[src/rtl/decoder_rr_arbiter_pkg.sv]
// Shared types, sizes and round-robin pick helper for the decoder-driven
// grant arbiter.
package decoder_rr_arbiter_pkg;

    localparam int N_REQ = 8;
    localparam int SEL_W = 3;

    typedef enum logic [1:0] {
        IDLE,
        OWN,
        RELEASE
    } arb_state_t;

    typedef struct packed {
        logic             valid;
        logic [SEL_W-1:0] idx;
    } rr_pick_t;

    // First set bit scanning ptr, ptr+1, ... with wrap. The scan runs from
    // the farthest offset down so the nearest hit is written last.
    function automatic rr_pick_t rr_pick(input logic [N_REQ-1:0] req,
                                         input logic [SEL_W-1:0] ptr);
        rr_pick_t         res;
        logic [SEL_W-1:0] cand;
        res = '0;
        for (int i = N_REQ - 1; i >= 0; i--) begin
            cand = ptr + SEL_W'(i);
            if (req[cand]) begin
                res.valid = 1'b1;
                res.idx   = cand;
            end
        end
        return res;
    endfunction

endpackage

[src/rtl/decoder_rr_arbiter_if.sv]
// Request/grant bundle between the requesters and the round-robin arbiter.
interface decoder_rr_arbiter_if;
    import decoder_rr_arbiter_pkg::*;

    logic [N_REQ-1:0] req;
    logic             done;
    logic [SEL_W-1:0] sel;
    logic             ena;
    logic [N_REQ-1:0] grant;
    logic             busy;
    logic             timeout;

    modport master (
        output req, done,
        input  sel, ena, grant, busy, timeout
    );

    modport slave (
        input  req, done,
        output sel, ena, grant, busy, timeout
    );

endinterface

[src/rtl/decoder_rr_arbiter_decoder3to8.sv]
// Existing 3-to-8 one-hot decoder with enable; all outputs low when disabled.
module decoder3to8 (
    input  logic [2:0] sel,
    input  logic       ena,
    output logic [7:0] out
);

    always_comb begin
        out = 8'h00;
        if (ena) begin
            out[sel] = 1'b1;
        end
    end

endmodule

[src/rtl/decoder_rr_arbiter.sv]
// Round-robin owner of a single one-hot select resource: hold-time limit,
// break-before-make gap, and decoder-driven grant lines.
//
// state   | meaning
// IDLE    | no owner; pick next requester from ptr on any request
// OWN     | sel owns the grant; leave on done, withdrawal or hold expiry
// RELEASE | mandatory dead cycle with ena low before the next pick
module decoder_rr_arbiter
    import decoder_rr_arbiter_pkg::*;
#(
    parameter int MAX_HOLD = 15   // legal 1..255
) (
    input logic                 clk,
    input logic                 rst,
    decoder_rr_arbiter_if.slave bus
);

    localparam int                HOLD_W    = $clog2(MAX_HOLD + 1);
    localparam logic [HOLD_W-1:0] HOLD_LAST = HOLD_W'(MAX_HOLD - 1);

    arb_state_t        state_q, state_d;
    logic [SEL_W-1:0]  sel_q, sel_d;
    logic              ena_q, ena_d;
    logic              busy_q, busy_d;
    logic              timeout_q, timeout_d;
    logic [SEL_W-1:0]  ptr_q, ptr_d;
    logic [HOLD_W-1:0] hold_cnt_q, hold_cnt_d;
    logic [N_REQ-1:0]  grant_w;
    rr_pick_t          pick;
    logic              owner_req;
    logic              expired;

    always_comb begin
        pick       = rr_pick(bus.req, ptr_q);
        owner_req  = bus.req[sel_q];
        expired    = (hold_cnt_q == HOLD_LAST);

        state_d    = state_q;
        sel_d      = sel_q;
        ena_d      = ena_q;
        busy_d     = busy_q;
        timeout_d  = 1'b0;
        ptr_d      = ptr_q;
        hold_cnt_d = hold_cnt_q;

        case (state_q)
            IDLE: begin
                if (pick.valid) begin
                    sel_d      = pick.idx;
                    ena_d      = 1'b1;
                    busy_d     = 1'b1;
                    hold_cnt_d = '0;
                    state_d    = OWN;
                end
            end
            OWN: begin
                if (bus.done || !owner_req || expired) begin
                    ena_d     = 1'b0;
                    ptr_d     = sel_q + SEL_W'(1);
                    state_d   = RELEASE;
                    // done or withdrawal in the expiry cycle wins over timeout
                    timeout_d = !bus.done && owner_req;
                end else begin
                    hold_cnt_d = hold_cnt_q + HOLD_W'(1);
                end
            end
            RELEASE: begin
                busy_d  = 1'b0;
                state_d = IDLE;
            end
            default: begin
                ena_d   = 1'b0;
                busy_d  = 1'b0;
                state_d = IDLE;
            end
        endcase
    end

    always_ff @(posedge clk) begin
        if (rst) begin
            state_q    <= IDLE;
            sel_q      <= '0;
            ena_q      <= 1'b0;
            busy_q     <= 1'b0;
            timeout_q  <= 1'b0;
            ptr_q      <= '0;
            hold_cnt_q <= '0;
        end else begin
            state_q    <= state_d;
            sel_q      <= sel_d;
            ena_q      <= ena_d;
            busy_q     <= busy_d;
            timeout_q  <= timeout_d;
            ptr_q      <= ptr_d;
            hold_cnt_q <= hold_cnt_d;
        end
    end

    decoder3to8 u_dec (
        .sel (sel_q),
        .ena (ena_q),
        .out (grant_w)
    );

    assign bus.sel     = sel_q;
    assign bus.ena     = ena_q;
    assign bus.grant   = grant_w;
    assign bus.busy    = busy_q;
    assign bus.timeout = timeout_q;

endmodule

[src/flat_wrapper.sv]
// flat-port wrapper written by rule: the top's interface ports become plain ports
module decoder_rr_arbiter_flat import decoder_rr_arbiter_pkg::*;
#(
    parameter int MAX_HOLD = 15                  
)
  (clk, rst, bus_req, bus_done, bus_sel, bus_ena, bus_grant, bus_busy, bus_timeout);
  decoder_rr_arbiter_if bus_i ();
  input logic clk;
  input logic rst;
  input wire logic [$bits(bus_i.req)-1:0] bus_req;
  input wire logic [$bits(bus_i.done)-1:0] bus_done;
  output wire logic [$bits(bus_i.sel)-1:0] bus_sel;
  output wire logic [$bits(bus_i.ena)-1:0] bus_ena;
  output wire logic [$bits(bus_i.grant)-1:0] bus_grant;
  output wire logic [$bits(bus_i.busy)-1:0] bus_busy;
  output wire logic [$bits(bus_i.timeout)-1:0] bus_timeout;
  assign bus_i.req = bus_req;
  assign bus_i.done = bus_done;
  assign bus_sel = bus_i.sel;
  assign bus_ena = bus_i.ena;
  assign bus_grant = bus_i.grant;
  assign bus_busy = bus_i.busy;
  assign bus_timeout = bus_i.timeout;
  decoder_rr_arbiter #(.MAX_HOLD(MAX_HOLD)) u_core (.clk(clk), .rst(rst), .bus(bus_i));
endmodule
[config.mk]
export PLATFORM = sky130hd
export DESIGN_NAME = decoder_rr_arbiter_flat
export DESIGN_NICKNAME = d
export VERILOG_FILES = /design/src/rtl/decoder_rr_arbiter_pkg.sv /design/src/rtl/decoder_rr_arbiter_if.sv /design/src/rtl/decoder_rr_arbiter_decoder3to8.sv /design/src/rtl/decoder_rr_arbiter.sv /design/src/flat_wrapper.sv
export SDC_FILE = /design/constraint.sdc
export NUM_CORES = 1
export LEC_CHECK = 0
export ABC_AREA = 1
export CORE_ASPECT_RATIO = 1.5
export CORE_MARGIN = 2
export CORE_UTILIZATION = 40
export DETAILED_ROUTE_END_ITERATION = 10
export MAX_ROUTING_LAYER = met4
export SYNTH_ARGS = -nofsm -noshare
export SYNTH_HDL_FRONTEND = slang
export SYNTH_SLANG_ARGS = --single-unit
export TNS_END_PERCENT = 50
[constraint.sdc]
create_clock -name clk -period 5 [get_ports clk]
set_input_delay 1 -clock clk [delete_from_list [all_inputs] [get_ports clk]]
set_output_delay 1 -clock clk [all_outputs]
set_load 0.01 [all_outputs]
==> out/metrics.cfg, run 1 <==
[synth]
synth.yosys.seq_area_share_pct=20.3
postSynthRegisterBits=15
post_synth_inst_count=239
synth_mux_area_share_pct=0
share_of_synthesized_cell_area_in_full_adder_half_adder_and_majority_cells_pct=4.23
synth_flop_cell=dfxtp_1
avgSynthCellArea_sq_um=6.19
synth-simple-area-share_pct=49.8
yosysWarningCount=0
synth.cell_area_sq_um=1480
synth_compound_area_share_pct=12.9
synthXorXnorAreaFrac_pct=1.78
synth_top_family_by_area=simple AND/OR/NAND/NOR gates
synthesis.nets=255
ys_async_sr_fraction_pct=0
synth_cell_type_count=32
synth_edf_count=0

[cts]
clk_root_buf=clkbuf_8
cts.clk_slew.worst_paths_ns=0.06
cts_repair_resized_insts=0
cts.htree.levels=1
clock_insertion_delay_worst_skew_ns=0.25
cts_buffer_depth=2
cts_buffers=3
tritoncts_clock_tree=done
hold_buffers=0
postCtsSetupBuffers=0
cts.sink_count=15

[placement]
preCtsSetupSlack_ns=2.14
placement.cell_area_sq_um=1720
gp_congestion=0.925
dp.cells=300
portBuffers=24
hpwlAfterDp_microns=3390

[setup_path]
cp.arrival_ns=3.00
regToRegSetupSlack_ns=2.18
critPathRequiredTime_ns=5.19
setup.worst_path.end_class=register
setup.worst_path.start_class=register
setup.worst_path.class=reg2reg
critPathMaxFanout=14
r2r-start=u_core.ptr_q[0]
rr_endpoint=u_core.hold_cnt_q[3]
reg2regPathDepth=13

[sta]
slew-limit-headroom_pct=66.9
setup_viol=0
final_sum_of_negative_setup_slack_ns=0
layout_min_cycle_time_ns=2.82
post-route-period-util_pct=56.3
fmax_mhz=355
timing.final.hold_violations=0
grt_setup_unrepaired=no
hold-worst-slack_ns=0.467
timing_worst_slew_pin_value_ns=0.496
timing_max_transition_violations_final=0
post-route-worst-setup-slack_ns=2.18
final.setup_skew_ns=0.000365

[floorplanning]
top_level_ports=25
rows=27
floorplan.die_area_sq_um=4210
die_w_microns=53.6
initial_core_utilization_pct=40.9
die_h_microns=78.5
placeableCoreArea_sq_um=3610

[run]
maxCapViolCount=0

[route]
route.met3.wl_microns=105
vias_per_cell=5.23
routed_wl_microns=4150
route.vias.total=1590
routed.top_layer=met4
dr.first_iter.drc_count=34
first_pass_iters=4
final_antenna_net_count=0
met1Wirelength_microns=1680
drc=0
met2_length_microns=2260
routed_wire_length_per_instance_microns=13.7

[min_path]
min_path_type=reg2reg
min_from=u_core.bus.busy
min_delay_path_depth=2
hold-path-endpoint=u_core.bus.busy

[grt]
grt-ovfl-total=0
grt_antenna_before_repair=0
number_of_global_route_vias_before_repair=1588
grt_util_all_layers_pct=22.9
grt_first_pass_wirelength_microns=7020
grt_max_degree=15

[run_status]
result_of_the_run=complete, no violations

[power_and_ir_drop]
clock_power_share_pct=9.3
pint_mw=0.469
seqPwrFrac_pct=19.6
ir_worst_vdd_mv=0.268
comb_power_share_pct=71.1
netSwitchingPower_mw=0.581
switching_share_pct=55.3
powerDensity_nw_per_um2=596
static-leakage-power_nw=0.816

[layout]
post_route_cells_drive_above_1_share_pct=13.8
mostFrequentLayoutCells=nand2_1 (65), nand3_1 (39), clkdlybuf4s50_1 (24), inv_1 (22)
antenna_cells=0
areaGrowthSynthToFinish_pct=19.2
nets=278
final_design_area_no_fill_sq_um=1760
most_frequent_standard_cell_in_the_layout_excluding_fill_and_tap_cells=nand2_1
fin_cells=304

-- sequential cells by signal (all words and copies together), names as in the netlist --
register	count
u_core.bus.busy	1
u_core.bus.ena	1
u_core.bus.sel	3
u_core.bus.timeout	1
u_core.hold_cnt_q	4
u_core.ptr_q	3
u_core.state_q	2
-- through the flow --
stage	utilization, %	total power, mW
floorplan	-	0.777
global placement	47.5	0.954
detailed placement	47.5	0.947
CTS	48.8	1.05
global route	48.8	1.16
finish	48.8	1.05
-- layer usage --
metal	global-route usage [%]	vias to the layer above
met4	11.3	0
met1	24.0	716
li1	-	828
met5	-	-
met2	41.5	35
met3	1.33	11
-- cell families after synthesis --
group                      Yosys count
AOI/OAI and AO/OA                   34
xor gates and xnor gates             3
adders and majority gates            5
buffers and inverters               33
DFF                                 15
and+or+nand+nor                    149
-- layout make-up --
class                   instances  area, sq um
repair buffers                 24          240
clock buffers                   3         41.3
inverters                      27          105
fillers                       375         1850
well taps                      43         53.8
clock inverters                 1         5.00
multi-input cells             191         1020
flip-flops and latches         15          300
-- power groups by stage --
stage / Combinational, mW / Sequential, mW / Clock (mW)
detailed placement: 0.738 / 0.209 / 0
floorplan: 0.594 / 0.184 / 0
global placement: 0.744 / 0.210 / 0
finish: 0.746 / 0.206 / 0.0979
CTS: 0.741 / 0.207 / 0.100
global route: 0.839 / 0.214 / 0.106
-- critical path: stages, from the launching register on --
cell	delay (ns)
dfxtp_1	0.63
inv_2	0.22
ha_1	0.47
inv_2	0.18
nand3_1	0.17
nand3_2	0.15
nand2_2	0.12
nor2_4	0.14
nand4_4	0.12
nand2_4	0.17
nand2_2	0.12
nand3b_1	0.10
nand3_1	0.08
nor2_1	0.09
-- synthesized netlist by cell type (2+ instances only) --
| cell | number | area (sq um) |
|---|---|---|
| ha_1 | 5 | 62.6 |
| nand3_1 | 39 | 195 |
| nand3_2 | 8 | 80.1 |
| inv_1 | 22 | 82.6 |
| dfxtp_1 | 15 | 300 |
| nand2_2 | 10 | 62.6 |
| a31oi_1 | 2 | 12.5 |
| o21ai_0 | 6 | 30.0 |
| nor2_2 | 2 | 12.5 |
| a21oi_1 | 18 | 90.1 |
| nor2_4 | 2 | 22.5 |
| buf_6 | 4 | 45.0 |
| o21ai_1 | 3 | 15.0 |
| xor2_1 | 2 | 17.5 |
| nor2_1 | 18 | 67.6 |
| nand2_1 | 65 | 244 |
| inv_2 | 3 | 11.3 |
-- worst max-delay path by stage --
| stage | from | end | slack (ns) | cells past startpoint |
|---|---|---|---|---|
| floorplan | bus_req[0] | u_core.hold_cnt_q[0] | 2.91 | 10 |
| global placement | bus_req[7] | u_core.hold_cnt_q[3] | 2.14 | 12 |
| detailed placement | bus_req[7] | u_core.hold_cnt_q[3] | 2.14 | 12 |
| CTS | u_core.ptr_q[0] | u_core.hold_cnt_q[3] | 2.20 | 13 |
| global route | u_core.ptr_q[1] | u_core.hold_cnt_q[1] | 1.94 | 13 |
| finish | u_core.ptr_q[0] | u_core.hold_cnt_q[3] | 2.18 | 13 |
No activity file was read; power rests on OpenSTA's default activity.
==> run 2: changes to the inputs <==
Clock period 5 ns to 2.9 ns, I/O delays scaled along.
==> run 2 against run 1 <==
Clock skew grew 0.00091 ns. Sequential cell count is the same. Core utilization rose by 0.38 points. Non-clock buffer count is 2 higher. Highest routed layer unchanged. Worst hold slack gained 0.0059 ns. Setup slack lost 1.7 ns. Via count up 0.57%. Clock power grew 71%. Global-route usage is 0.62 points lower. Maximum frequency is 17% higher.
==> out/metrics.cfg, run 2 (synthesized netlist as in run 1, its figures left out) <==
[run_status]
result_of_the_run=complete, no violations

[layout]
post_route_cells_drive_above_1_share_pct=14.1
most_frequent_standard_cell_in_the_layout_excluding_fill_and_tap_cells=nand2_1
mostFrequentLayoutCells=nand2_1 (65), nand3_1 (39), clkdlybuf4s50_1 (24), inv_1 (22)
n_fill_cell=384
final_design_area_no_fill_sq_um=1780
largest_register_ffs=4
areaGrowthSynthToFinish_pct=20.1
nets=280
largest-register=u_core.hold_cnt_q
antenna_cells=0

[sta]
fmax_mhz=415
grt_setup_unrepaired=no
post-route-worst-setup-slack_ns=0.488
timing_max_transition_violations_final=0
layout_min_cycle_time_ns=2.41
timing.final.hold_violations=0
final_sum_of_negative_setup_slack_ns=0
final.setup_skew_ns=0.00128
slew-limit-headroom_pct=68.2
timing_worst_slew_pin_value_ns=0.477
setup_viol=0
post-route-period-util_pct=83.2

[route]
route.vias.total=1599
vias_per_cell=5.23
drc=0
final_antenna_net_count=0
routed_wire_length_per_instance_microns=13.3
first_pass_iters=4
dr.first_iter.drc_count=43
routed_wl_microns=4060

[grt]
grt_max_degree=15
grt_util_all_layers_pct=22.3
grt_first_pass_wirelength_microns=6910
number_of_global_route_vias_before_repair=1583
grt_busiest_layer=met2
grt_antenna_before_repair=0
grt-ovfl-total=0
globalRouteMet1Util_pct=23.4
grt_util_met3_pct=1.33
grtUsageMet2_pct=40.7

[setup_path]
crit_start=u_core.ptr_q[1]
critPathRequiredTime_ns=3.09
critPathMaxFanout=14
reg2regPathDepth=13
setup.worst_path.end_class=register
cp.arrival_ns=2.60
setup.worst_path.class=reg2reg
setup.worst_path.start_class=register
r2r-start=u_core.ptr_q[1]

[cts]
cts.clk_slew.worst_paths_ns=0.06
postCtsSetupBuffers=0
tritoncts_clock_tree=done
cts_buffers=3
clk_root_buf=clkbuf_8
hold_buffers=0
cts_repair_resized_insts=0
cts.sink_count=15
cts_buffer_depth=2
cts.htree.levels=1
clock_insertion_delay_worst_skew_ns=0.25

[min_path]
min_path_type=reg2reg
min_delay_path_depth=2
min_from=u_core.bus.busy

[power_and_ir_drop]
pint_mw=0.823
comb_power_share_pct=72.6
static-leakage-power_nw=0.824
netSwitchingPower_mw=0.977
powerDensity_nw_per_um2=1010
ir_worst_vdd_mv=0.548
switching_share_pct=54.3
seqPwrFrac_pct=18.1
clock_power_share_pct=9.3

[placement]
portBuffers=24
hpwlAfterDp_microns=3330
gp_congestion=0.846
preCtsSetupSlack_ns=0.441
placement.cell_area_sq_um=1730

[floorplanning]
top_level_ports=25
initial_core_utilization_pct=40.9
die_w_microns=53.6
die_h_microns=78.5
rows=27
placeableCoreArea_sq_um=3610
floorplan.die_area_sq_um=4210

[run]
maxCapViolCount=0

-- run 2: per-layer routing --
metal | share of wire [%] | routed length (microns)
met4 | 2.7 | 109
met3 | 3.0 | 121
met2 | 55 | 2250
met5 | 0 | 0
met1 | 39 | 1580
-- run 2: cell type report --
class | instances | area [sq um] | share of cell area (%)
clock buffers | 4 | 45.0 | 2.54
inverters | 27 | 105 | 5.92
multi-input cells | 191 | 1020 | 57.3
flip-flops and latches | 15 | 300 | 16.9
well taps | 43 | 53.8 | 3.03
repair buffers | 26 | 255 | 14.4
-- run 2: worst paths after layout --
path | endpoint | slack (ns)
hold / removal | u_core.bus.busy | 0.47
setup / recovery | u_core.hold_cnt_q[3] | 0.49
hold reg to reg | u_core.bus.busy | 0.47
setup reg to reg | u_core.hold_cnt_q[3] | 0.49
-- run 2: critical path, stage by stage (launching register included) --
cell and delay, ns:
dfxtp_1 0.34, clkinv_2 0.14, ha_1 0.44, inv_2 0.17, nand3_1 0.16, nand3_1 0.12
nand2_1 0.13, nor2_4 0.14, nand4_4 0.12, nand2_4 0.17, nand2_2 0.13, nand3b_1 0.10
nand3_1 0.09, nor2_1 0.09
-- run 2: per-stage QoR --
stage                     power (mW)  hold slack (ns)  util (%)  std cells
after detailed placement        1.64            0.469      47.9        302
after floorplan                 1.34            0.477         -        239
after CTS                       1.81            0.480      49.2        306
after global routing            1.99            0.503      49.2        306
final                           1.80            0.473      49.2        306
after global placement          1.64            0.465      47.9        302
-- run 2: power groups by stage --
stage | sequential, mW | clock [mW] | combinational (mW)
after floorplan | 0.317 | 0 | 1.02
after global placement | 0.332 | 0 | 1.31
final | 0.327 | 0.167 | 1.31
after CTS | 0.328 | 0.173 | 1.31
after global routing | 0.339 | 0.185 | 1.47
after detailed placement | 0.333 | 0 | 1.31
